--- config.mk ---
export PLATFORM = sky130hd
export DESIGN_NAME = win_overlay
export DESIGN_NICKNAME = d
export VERILOG_FILES = /design/src/rtl/nidhogg_pkg.sv /design/src/rtl/sprite_window.sv /design/src/rtl/win_overlay.sv
export SDC_FILE = /design/constraint.sdc
export NUM_CORES = 1
export LEC_CHECK = 0
export BUFFER_PORTS_ARGS = -buffer_cell sky130_fd_sc_hd__buf_2
export CAP_MARGIN = 20
export CELL_PAD_IN_SITES_DETAIL_PLACEMENT = 0
export CELL_PAD_IN_SITES_GLOBAL_PLACEMENT = 2
export CORE_MARGIN = 2
export CORE_UTILIZATION = 28
export CTS_CLUSTER_DIAMETER = 60
export DETAILED_ROUTE_END_ITERATION = 8
export PLACE_DENSITY = 0.76
export SYNTH_ARGS = -nofsm -noshare
export SYNTH_HDL_FRONTEND = slang
export SYNTH_SLANG_ARGS = --single-unit
--- constraint.sdc ---
create_clock -name clk -period 3.2 [get_ports clk]
set_input_delay 0.16 -clock clk [delete_from_list [all_inputs] [get_ports clk]]
set_output_delay 0.16 -clock clk [all_outputs]
set_load 0.005 [all_outputs]
--- src/rtl/nidhogg_pkg.sv ---
// Shared constants and types for the win overlay: FSM encoding, winner codes,
// colour key and the pixel-timing bundle carried down the pipeline.
package nidhogg_pkg;

   localparam int unsigned COORD_W = 12;
   localparam int unsigned RGB_W   = 12;

   localparam logic [1:0] ST_IDLE     = 2'd0;
   localparam logic [1:0] ST_ANNOUNCE = 2'd1;
   localparam logic [1:0] ST_HOLD     = 2'd2;

   localparam logic [1:0] WIN_NONE  = 2'b00;
   localparam logic [1:0] WIN_LEFT  = 2'b01;
   localparam logic [1:0] WIN_RIGHT = 2'b10;

   localparam logic [RGB_W-1:0] KEY_COLOR = 12'h198;

   typedef struct packed {
      logic [COORD_W-1:0] hcount;
      logic [COORD_W-1:0] vcount;
      logic               hsync;
      logic               vsync;
      logic               hblnk;
      logic               vblnk;
   } timing_t;

   function automatic logic is_valid_winner(input logic [1:0] w);
      return (w == WIN_LEFT) || (w == WIN_RIGHT);
   endfunction

endpackage

--- src/rtl/sprite_window.sv ---
// Half-open square sprite window: flags pos <= count < pos+SIZE on both axes
// and forms the {y,x} ROM address from the truncated offsets.
module sprite_window #(
   parameter int unsigned SIZE = 32
) (
   input  logic [11:0]               hcount,
   input  logic [11:0]               vcount,
   input  logic [11:0]               pos_x,
   input  logic [11:0]               pos_y,
   output logic                      hit_c,
   output logic [2*$clog2(SIZE)-1:0] addr_c
);

   localparam int unsigned AW = $clog2(SIZE);

   logic [11:0] dx;
   logic [11:0] dy;

   assign dx = hcount - pos_x;
   assign dy = vcount - pos_y;

   // Offset compare works because the lower bound is checked separately.
   assign hit_c  = (hcount >= pos_x) && (dx < 12'(SIZE)) &&
                   (vcount >= pos_y) && (dy < 12'(SIZE));
   assign addr_c = {dy[AW-1:0], dx[AW-1:0]};

endmodule

--- src/rtl/win_overlay.sv ---
// Winner announcement overlay: two blinking sign sprites plus a crown over a
// background video stream, with a two-stage pipeline aligned to the timing.
module win_overlay #(
   parameter int unsigned SIGN_SIZE       = 128,
   parameter int unsigned CROWN_SIZE      = 32,
   parameter logic [11:0] KEY_COLOR       = nidhogg_pkg::KEY_COLOR,
   parameter int unsigned SIGN_X          = 384,
   parameter int unsigned SIGN_Y          = 384,
   parameter int unsigned CROWN_XL        = 91,
   parameter int unsigned CROWN_XR        = 901,
   parameter int unsigned CROWN_Y         = 581,
   parameter int unsigned BLINK_FRAMES    = 15,
   parameter int unsigned ANNOUNCE_FRAMES = 180
) (
   input  logic                            clk,
   input  logic                            reset,
   input  logic [11:0]                     hcount_in,
   input  logic [11:0]                     vcount_in,
   input  logic                            hsync_in,
   input  logic                            vsync_in,
   input  logic                            hblnk_in,
   input  logic                            vblnk_in,
   input  logic [11:0]                     rgb_in,
   input  logic [1:0]                      winner,
   input  logic                            winner_valid,
   input  logic                            clear,
   input  logic [11:0]                     rgb_sign_left,
   input  logic [11:0]                     rgb_sign_right,
   input  logic [11:0]                     rgb_crown,
   output logic [2*$clog2(SIGN_SIZE)-1:0]  addr_sign_left,
   output logic [2*$clog2(SIGN_SIZE)-1:0]  addr_sign_right,
   output logic [2*$clog2(CROWN_SIZE)-1:0] addr_crown,
   output logic [11:0]                     hcount_out,
   output logic [11:0]                     vcount_out,
   output logic                            hsync_out,
   output logic                            vsync_out,
   output logic                            hblnk_out,
   output logic                            vblnk_out,
   output logic [11:0]                     rgb_out,
   output logic                            active
);

   import nidhogg_pkg::*;

   localparam int unsigned SA_W    = 2 * $clog2(SIGN_SIZE);
   localparam int unsigned CA_W    = 2 * $clog2(CROWN_SIZE);
   localparam int unsigned FRAME_W = $clog2(ANNOUNCE_FRAMES + 1);
   localparam int unsigned BLINK_W = $clog2(BLINK_FRAMES + 1);

   logic [1:0]         state, state_n;
   logic [1:0]         win_q, win_n;
   logic [FRAME_W-1:0] frames, frames_n;
   logic [BLINK_W-1:0] blink_cnt, blink_cnt_n;
   logic               blink_off, blink_off_n;
   logic               vsync_prev;
   logic               tick;

   assign tick = vsync_in && !vsync_prev;

   // Control state: FSM, latched winner, frame and blink counters.
   always_ff @(posedge clk or negedge reset) begin
      if (!reset) begin
         state      <= ST_IDLE;
         win_q      <= WIN_NONE;
         frames     <= '0;
         blink_cnt  <= '0;
         blink_off  <= 1'b0;
         vsync_prev <= 1'b0;
         active     <= 1'b0;
      end else begin
         state      <= state_n;
         win_q      <= win_n;
         frames     <= frames_n;
         blink_cnt  <= blink_cnt_n;
         blink_off  <= blink_off_n;
         vsync_prev <= vsync_in;
         active     <= (state_n != ST_IDLE);
      end
   end

   // Counters restart on every state entry so each phase begins visible.
   always_comb begin
      state_n     = state;
      win_n       = win_q;
      frames_n    = frames;
      blink_cnt_n = blink_cnt;
      blink_off_n = blink_off;
      if (clear) begin
         state_n     = ST_IDLE;
         win_n       = WIN_NONE;
         frames_n    = '0;
         blink_cnt_n = '0;
         blink_off_n = 1'b0;
      end else begin
         case (state)
            ST_IDLE: begin
               if (winner_valid && is_valid_winner(winner)) begin
                  state_n     = ST_ANNOUNCE;
                  win_n       = winner;
                  frames_n    = '0;
                  blink_cnt_n = '0;
                  blink_off_n = 1'b0;
               end
            end
            ST_ANNOUNCE: begin
               if (tick) begin
                  if (frames == FRAME_W'(ANNOUNCE_FRAMES - 1)) begin
                     state_n     = ST_HOLD;
                     frames_n    = '0;
                     blink_cnt_n = '0;
                     blink_off_n = 1'b0;
                  end else begin
                     frames_n = frames + 1'b1;
                     if (blink_cnt == BLINK_W'(BLINK_FRAMES - 1)) begin
                        blink_cnt_n = '0;
                        blink_off_n = !blink_off;
                     end else begin
                        blink_cnt_n = blink_cnt + 1'b1;
                     end
                  end
               end
            end
            ST_HOLD: begin
               if (tick && (frames != '1)) frames_n = frames + 1'b1;
            end
            default: state_n = ST_IDLE;
         endcase
      end
   end

   logic              sign_vis, crown_vis;
   logic [11:0]       crown_x;
   logic              hit_l, hit_r, hit_c;
   logic [SA_W-1:0]   addr_l_c, addr_r_c;
   logic [CA_W-1:0]   addr_c_c;

   assign sign_vis  = (state == ST_HOLD) || ((state == ST_ANNOUNCE) && !blink_off);
   assign crown_vis = (state == ST_ANNOUNCE) || (state == ST_HOLD);
   assign crown_x   = (win_q == WIN_RIGHT) ? 12'(CROWN_XR) : 12'(CROWN_XL);

   sprite_window #(.SIZE(SIGN_SIZE)) u_sign_left (
      .hcount (hcount_in), .vcount (vcount_in),
      .pos_x  (12'(SIGN_X)), .pos_y (12'(SIGN_Y)),
      .hit_c  (hit_l), .addr_c (addr_l_c)
   );

   sprite_window #(.SIZE(SIGN_SIZE)) u_sign_right (
      .hcount (hcount_in), .vcount (vcount_in),
      .pos_x  (12'(SIGN_X + SIGN_SIZE)), .pos_y (12'(SIGN_Y)),
      .hit_c  (hit_r), .addr_c (addr_r_c)
   );

   sprite_window #(.SIZE(CROWN_SIZE)) u_crown (
      .hcount (hcount_in), .vcount (vcount_in),
      .pos_x  (crown_x), .pos_y (12'(CROWN_Y)),
      .hit_c  (hit_c), .addr_c (addr_c_c)
   );

   timing_t          t1;
   logic [RGB_W-1:0] rgb1;
   logic             hit_l1, hit_r1, hit_c1;
   logic [RGB_W-1:0] pix_c;

   // Stage 1: timing, background, gated region flags and ROM addresses.
   always_ff @(posedge clk or negedge reset) begin
      if (!reset) begin
         t1              <= '0;
         rgb1            <= '0;
         hit_l1          <= 1'b0;
         hit_r1          <= 1'b0;
         hit_c1          <= 1'b0;
         addr_sign_left  <= '0;
         addr_sign_right <= '0;
         addr_crown      <= '0;
      end else begin
         t1              <= {hcount_in, vcount_in, hsync_in, vsync_in, hblnk_in, vblnk_in};
         rgb1            <= rgb_in;
         hit_l1          <= hit_l && sign_vis;
         hit_r1          <= hit_r && sign_vis;
         hit_c1          <= hit_c && crown_vis;
         addr_sign_left  <= addr_l_c;
         addr_sign_right <= addr_r_c;
         addr_crown      <= addr_c_c;
      end
   end

   // Priority composite; keyed sprite pixels fall through.
   always_comb begin
      pix_c = rgb1;
      if (t1.hblnk || t1.vblnk)                   pix_c = '0;
      else if (hit_c1 && rgb_crown != KEY_COLOR)  pix_c = rgb_crown;
      else if (hit_l1 && rgb_sign_left != KEY_COLOR)  pix_c = rgb_sign_left;
      else if (hit_r1 && rgb_sign_right != KEY_COLOR) pix_c = rgb_sign_right;
   end

   // Stage 2: composited pixel and re-registered timing.
   always_ff @(posedge clk or negedge reset) begin
      if (!reset) begin
         rgb_out    <= '0;
         hcount_out <= '0;
         vcount_out <= '0;
         hsync_out  <= 1'b0;
         vsync_out  <= 1'b0;
         hblnk_out  <= 1'b0;
         vblnk_out  <= 1'b0;
      end else begin
         rgb_out    <= pix_c;
         hcount_out <= t1.hcount;
         vcount_out <= t1.vcount;
         hsync_out  <= t1.hsync;
         vsync_out  <= t1.vsync;
         hblnk_out  <= t1.hblnk;
         vblnk_out  <= t1.vblnk;
      end
   end

endmodule

==> impl_metrics.tcl, run 1 <==
set metrics [dict create \
    nets 763 \
    whs_path_depth 1 \
    die-area_mm2 0.0197 \
    dr.pass1.iters 5 \
    final-hold-violation-count 0 \
    grt_pass1_wl_mm 22.5 \
    setup_tns_ns 0 \
    post-synth-top-count-cell "dfrtp_1" \
    cpLargestDelayFamily "simple AND/OR/NAND/NOR gates" \
    worst-r2r-cell-count 10 \
    hold_class "primary input to flop" \
    ir_drop_mv 0.243 \
    clk_latency_ns 0.36 \
    setup_violations 0 \
    cp.arrival_ns 2.81 \
    synthArstFlopShare 1.00 \
    ios 161 \
    synth.top_cell.area_share 0.535 \
    synth_edf_count 0 \
    start_kind "flop" \
    post-route-min-period_ns 2.55 \
    crit_fanout 9 \
    endpoint_kind "flop" \
    std_cell_rows 49 \
    die_y_um 140 \
    cts_root_buf "clkbuf_16" \
    slowest_delay_ns 0.41 \
    highest_layer "met4" \
    cts_buffers 9 \
    grt_max_degree 61 \
    criticalPathCategory "flop to flop" \
    power_density_mw_per_mm2 465 \
    period_share 0.795 \
    cap_violations 0 \
    fmax_mhz 393 \
    htree_levels 3 \
    fill_cells 1832 \
    wire_per_inst_um 15.5 \
    dieWidth_um 140 \
    syn2layout_area_growth_pct 29.0 \
    skew_ns 0.00723 \
    cts_tree "built" \
    finish.utilization 0.371 \
    cts.sinks 111 \
    yosysSeqAreaShare 0.535 \
    synth_commonest_cells "dfrtp_1, nand2_1, nor2_1" \
    ys.flop_type "dfrtp_1" \
    post_cts_buffers 0 \
    clk_pin_slew_worst_paths_ns 0.07 \
    wl_mm 13.9 \
    antenna_found_initial 0 \
    globalplace.congestion 0.879 \
    syn_area_per_cell_um2 10.5 \
    rsz0062_at_grt "false" \
    initial_utilization 0.287 \
    core_area_mm2 0.0181 \
    design_area_mm2 0.00670 \
    drt-met1-wl_mm 6.11 \
    worst_ep_required_time_ns 3.46 \
    io_buffers 160 \
    ant_nets 0 \
    syn_nets 596 \
    vias_per_cell 4.68 \
    hpwl_mm 10.6 \
    first_global_vias 4283 \
    critical_path.cell_chain "nor2b_4 > inv_2 > xnor2_1 > ha_1 > nor2_1 > a221oi_2 > a32oi_1 > or3b_1 > o211ai_2 > nor4b_2" \
    slew_viol_final 0 \
    wl_met2_mm 6.65 \
    drive_gt1_frac 0.283 \
    place_area_mm2 0.00606 \
    ys_ff_latch 111 \
    grt_overflow 0 \
    vias 4206 \
    critPathSlowestCell "dfrtp_1" \
    clockBufferDepth 2 \
    worstMarginPinSlew_ns 0.868 \
    yosysUniqueCellTypes 57 \
    synth_area_leader_cell "dfrtp_1" \
    diodes 0 \
    yosysWarnings 0 \
    remaining_drc_errors 0 \
    cp.depth 10 \
    slew_headroom 0.419 \
    drt-initial-drc-count 169 \
    synth_cells 497 \
    syn-cell-area_mm2 0.00520 \
    ys_top_cells_by_area "dfrtp_1, buf_4, ha_1" \
    leakagePower_nw 3.13 \
    status "finished clean" \
    path_buf_inv 1 \
    grt_usage 0.144 \
    dr_wl_met3_um 861 \
]
timing repair:
item / CTS / global route
hold buffers: 34 / 0
hold endpoints to repair: 85 / 0
resized for setup: 0 / 0
area by class of cell:
cell class              count  area [um^2]  share of cell area
flip-flops and latches    111         2780               0.414
multi-input cells         318         2050               0.305
repair buffers            199         1190               0.178
well taps                 229          287              0.0427
clock buffers              11          243              0.0362
inverters                  25         93.8              0.0140
clock inverters             5         61.3             0.00915
logic make-up (layout without fill, tap and decap cells):
family / count (synthesis) / count (layout) / synth area share
compound gates: 113 / 113 / 0.136
xor+xnor: 15 / 15 / 0.0253
fa+ha+maj: 17 / 17 / 0.0409
buf+inv: 68 / 240 / 0.0715
flops: 111 / 111 / 0.535
mux: 19 / 19 / 0.0368
simple gates: 154 / 154 / 0.155
layer usage:
layer,vias up,global-route usage
met5,-,0
met4,0,0.0558
met3,19,0.0297
met2,129,0.240
met1,2009,0.185
li1,2049,-
through the flow:
step	hold slack, ns	worst slack, ns	std cells	total power [mW]
after floorplan	-0.136	0.666	497	1.76
after global placement	0.231	0.757	848	1.96
after detailed placement	0.242	0.682	848	1.96
after CTS	0.00285	0.655	898	3.17
after global routing	0.00735	0.452	898	3.29
final	0.0181	0.655	898	3.12
layout by cell type, fill, tap and decap left out, types with 4 or more instances in the layout:
master	instances
buf_2	159
dfrtp_1	111
nand2_1	40
nor2_1	39
o21ai_0	34
dlygate4sd3_1	34
a21oi_1	27
inv_1	24
mux2i_1	18
ha_1	17
nor3_1	12
o22ai_1	11
nand3_1	10
xnor2_1	9
clkbuf_16	9
nor4b_1	8
nor2b_1	7
a31oi_1	7
xor2_1	6
nand2b_1	6
buf_4	5
nor4bb_1	4
and3_1	4
o31ai_1	4
final timing paths:
kind	startpoint	slack, ns	end
worst max-delay path	win_q[1]	0.65	hit_c1
worst min-delay path	hcount_in[3]	0.02	t1[19]
worst max register to register	win_q[1]	0.65	hit_c1
worst min register to register	t1[24]	0.35	hcount_out[8]
max in group asynchronous	reset	2.06	addr_crown[4]
min in group asynchronous	reset	0.37	hsync_out
flip-flops by register name (all words and copies together) (netlist names), 2 cells and up:
register,flops
hcount_out,12
rgb1,12
t1,28
vcount_out,12
rgb_out,12
win_q,2
frames,8
addr_crown,10
blink_cnt,4
state,2
power by group:
part	total, mW	switching [mW]	internal (mW)	leakage (nW)
Combinational	0.462	0.256	0.205	1.62
Clock	1.16	0.519	0.636	0.151
Sequential	1.50	0.0264	1.47	1.36
Total	3.12	0.802	2.31	3.13
No activity file was read; power rests on OpenSTA's default activity.
==> run 2: changes to the inputs <==
==> constraint.sdc (replaced) <==
create_clock -name clk -period 2.55 [get_ports clk]
set_input_delay 0.1275 -clock clk [delete_from_list [all_inputs] [get_ports clk]]
set_output_delay 0.1275 -clock clk [all_outputs]
set_load 0.005 [all_outputs]
==> impl_metrics.tcl, run 2 (synthesized netlist as in run 1, its figures left out) <==
set metrics [dict create \
    status "finished clean" \
    die-area_mm2 0.0197 \
    cap_violations 0 \
    setup_tns_ns 0 \
    slew_headroom 0.513 \
    diodes 0 \
    ff2ff_setup_slack_ns 0.22 \
    remaining_drc_errors 0 \
    cts_buffers 9 \
    rsz0062_at_grt "false" \
    layout_common_cells "buf_2, dfrtp_1, nand2_1, dlygate4sd3_1, nor2_1" \
    grt_overflow 0 \
    core_area_mm2 0.0181 \
    grt_max_degree 55 \
    initial_utilization 0.287 \
    io_buffers 160 \
    ios 161 \
    drt-initial-drc-count 188 \
    crit_fanout 5 \
    worst_ep_required_time_ns 2.80 \
    pwr-share-comb 0.153 \
    start_kind "flop" \
    largest_reg_flops 28 \
    clk_pin_slew_worst_paths_ns 0.07 \
    clockBufferDepth 2 \
    dieWidth_um 140 \
    post-route-min-period_ns 2.33 \
    fmax_mhz 430 \
    layout_commonest_cell "buf_2" \
    slew_viol_final 0 \
    vias_per_cell 4.67 \
    clk_latency_ns 0.35 \
    endpoint_kind "flop" \
    globalplace.congestion 0.864 \
    reg2reg_from "win_q[0]" \
    swShare 0.260 \
    hpwl_mm 10.7 \
    total_power_mw 3.93 \
    die_y_um 140 \
    cp.arrival_ns 2.58 \
    cts.sinks 111 \
    seqPwrFrac 0.478 \
    first_global_vias 4480 \
    place_area_mm2 0.00613 \
    whs_path_depth 1 \
    grt_pass1_wl_mm 22.9 \
    vias 4272 \
    period_share 0.912 \
    skew_ns 0.00772 \
    wl_mm 13.9 \
    power_frac_clock 0.369 \
    final-hold-violation-count 0 \
    hold_class "primary input to flop" \
    criticalPathCategory "flop to flop" \
    worst-r2r-cell-count 10 \
    worstMarginPinSlew_ns 0.726 \
    min_from "hcount_in[10]" \
    drive_gt1_frac 0.294 \
    wire_per_inst_um 15.2 \
    top_register "t1" \
    dr.pass1.iters 4 \
    nets 780 \
    ir_drop_mv 0.294 \
    ant_nets 0 \
    antenna_found_initial 0 \
    syn2layout_area_growth_pct 31.9 \
    p_sw_mw 1.02 \
    setup_violations 0 \
    holdPathEnd "t1[26]" \
    worstReg2RegEnd "hit_c1" \
    p_int_mw 2.91 \
    grt_usage 0.145 \
    cts_root_buf "clkbuf_16" \
    htree_levels 3 \
    std_cell_rows 49 \
    cts_tree "built" \
    leakagePower_nw 3.21 \
    power_density_mw_per_mm2 573 \
    design_area_mm2 0.00685 \
]
==> run 2: cell count changes in the layout (fill, tap and decap cells not counted), sizes merged <==
cell / previous run / this run
buf: 165 / 176
clkbuf: 11 / 10
clkinvlp: 0 / 1
dlygate4sd3: 34 / 40
==> run 2: timing repair <==
| action | in CTS | in global routing |
|---|---|---|
| setup buffers | 0 | 1 |
| gates resized for setup | 0 | 2 |
| endpoints found under the setup margin | 0 | 1 |
| endpoints found under the hold margin | 88 | 0 |
| hold buffers | 40 | 0 |
==> run 2: metrics by stage <==
step / utilization / hold WS (ns) / instances / setup slack (ns)
final: 0.379 / 0.0282 / 915 / 0.224
after global routing: 0.379 / 0.00433 / 915 / 0.00408
after CTS: 0.378 / 0.00164 / 914 / 0.0824
after detailed placement: 0.339 / 0.176 / 858 / 0.117
after global placement: 0.339 / 0.154 / 858 / 0.210
after floorplan: - / -0.168 / 497 / 0.0163
==> run 2: routing by layer <==
| metal | wire length, um | GRT usage | vias up | share of wire |
|---|---|---|---|---|
| li1 | - | - | 2097 | - |
| met4 | 164 | 0.0404 | 0 | 0.012 |
| met1 | 6190 | 0.186 | 2031 | 0.45 |
| met5 | 0 | 0 | - | 0 |
| met3 | 828 | 0.0325 | 14 | 0.060 |
| met2 | 6700 | 0.248 | 130 | 0.48 |
==> run 2: cell type report <==
class / instances / area [um^2]
Clock buffer: 10 / 229
Clock inverter: 6 / 77.6
Fill cell: 1835 / 11200
Inverter: 25 / 93.8
Multi-Input combinational cell: 318 / 2050
Sequential cell: 111 / 2780
Tap cell: 229 / 287
Timing Repair Buffer: 216 / 1340
==> run 2: how the worst max path moves through the flow <==
stage	start	endpoint	slack [ns]
2_1_floorplan	win_q[0]	hit_c1	0.02
3_3_place_gp	win_q[0]	hit_c1	0.21
3_5_place_dp	win_q[0]	hit_c1	0.12
4_1_cts	win_q[1]	hit_c1	0.08
5_1_grt	win_q[1]	hit_c1	0.004
6_report	win_q[0]	hit_c1	0.22
==> run 2: power by group through the flow <==
| stage | sequential (mW) | combinational (mW) | clock, mW |
|---|---|---|---|
| 6_report | 1.88 | 0.601 | 1.45 |
| 5_1_grt | 1.89 | 0.673 | 1.59 |
| 4_1_cts | 1.88 | 0.609 | 1.52 |
| 3_5_place_dp | 1.92 | 0.556 | 0 |
| 3_3_place_gp | 1.91 | 0.558 | 0 |
| 2_1_floorplan | 1.92 | 0.285 | 0 |
==> run 2: critical path, cell delays in order (launching register included) <==
cell,delay (ns)
dfrtp_1,0.42
nor2b_4,0.13
inv_2,0.04
xnor2_1,0.14
ha_2,0.24
nor2_1,0.08
a221oi_2,0.29
a32oi_1,0.17
or3b_1,0.39
o211ai_2,0.09
nor4b_2,0.23
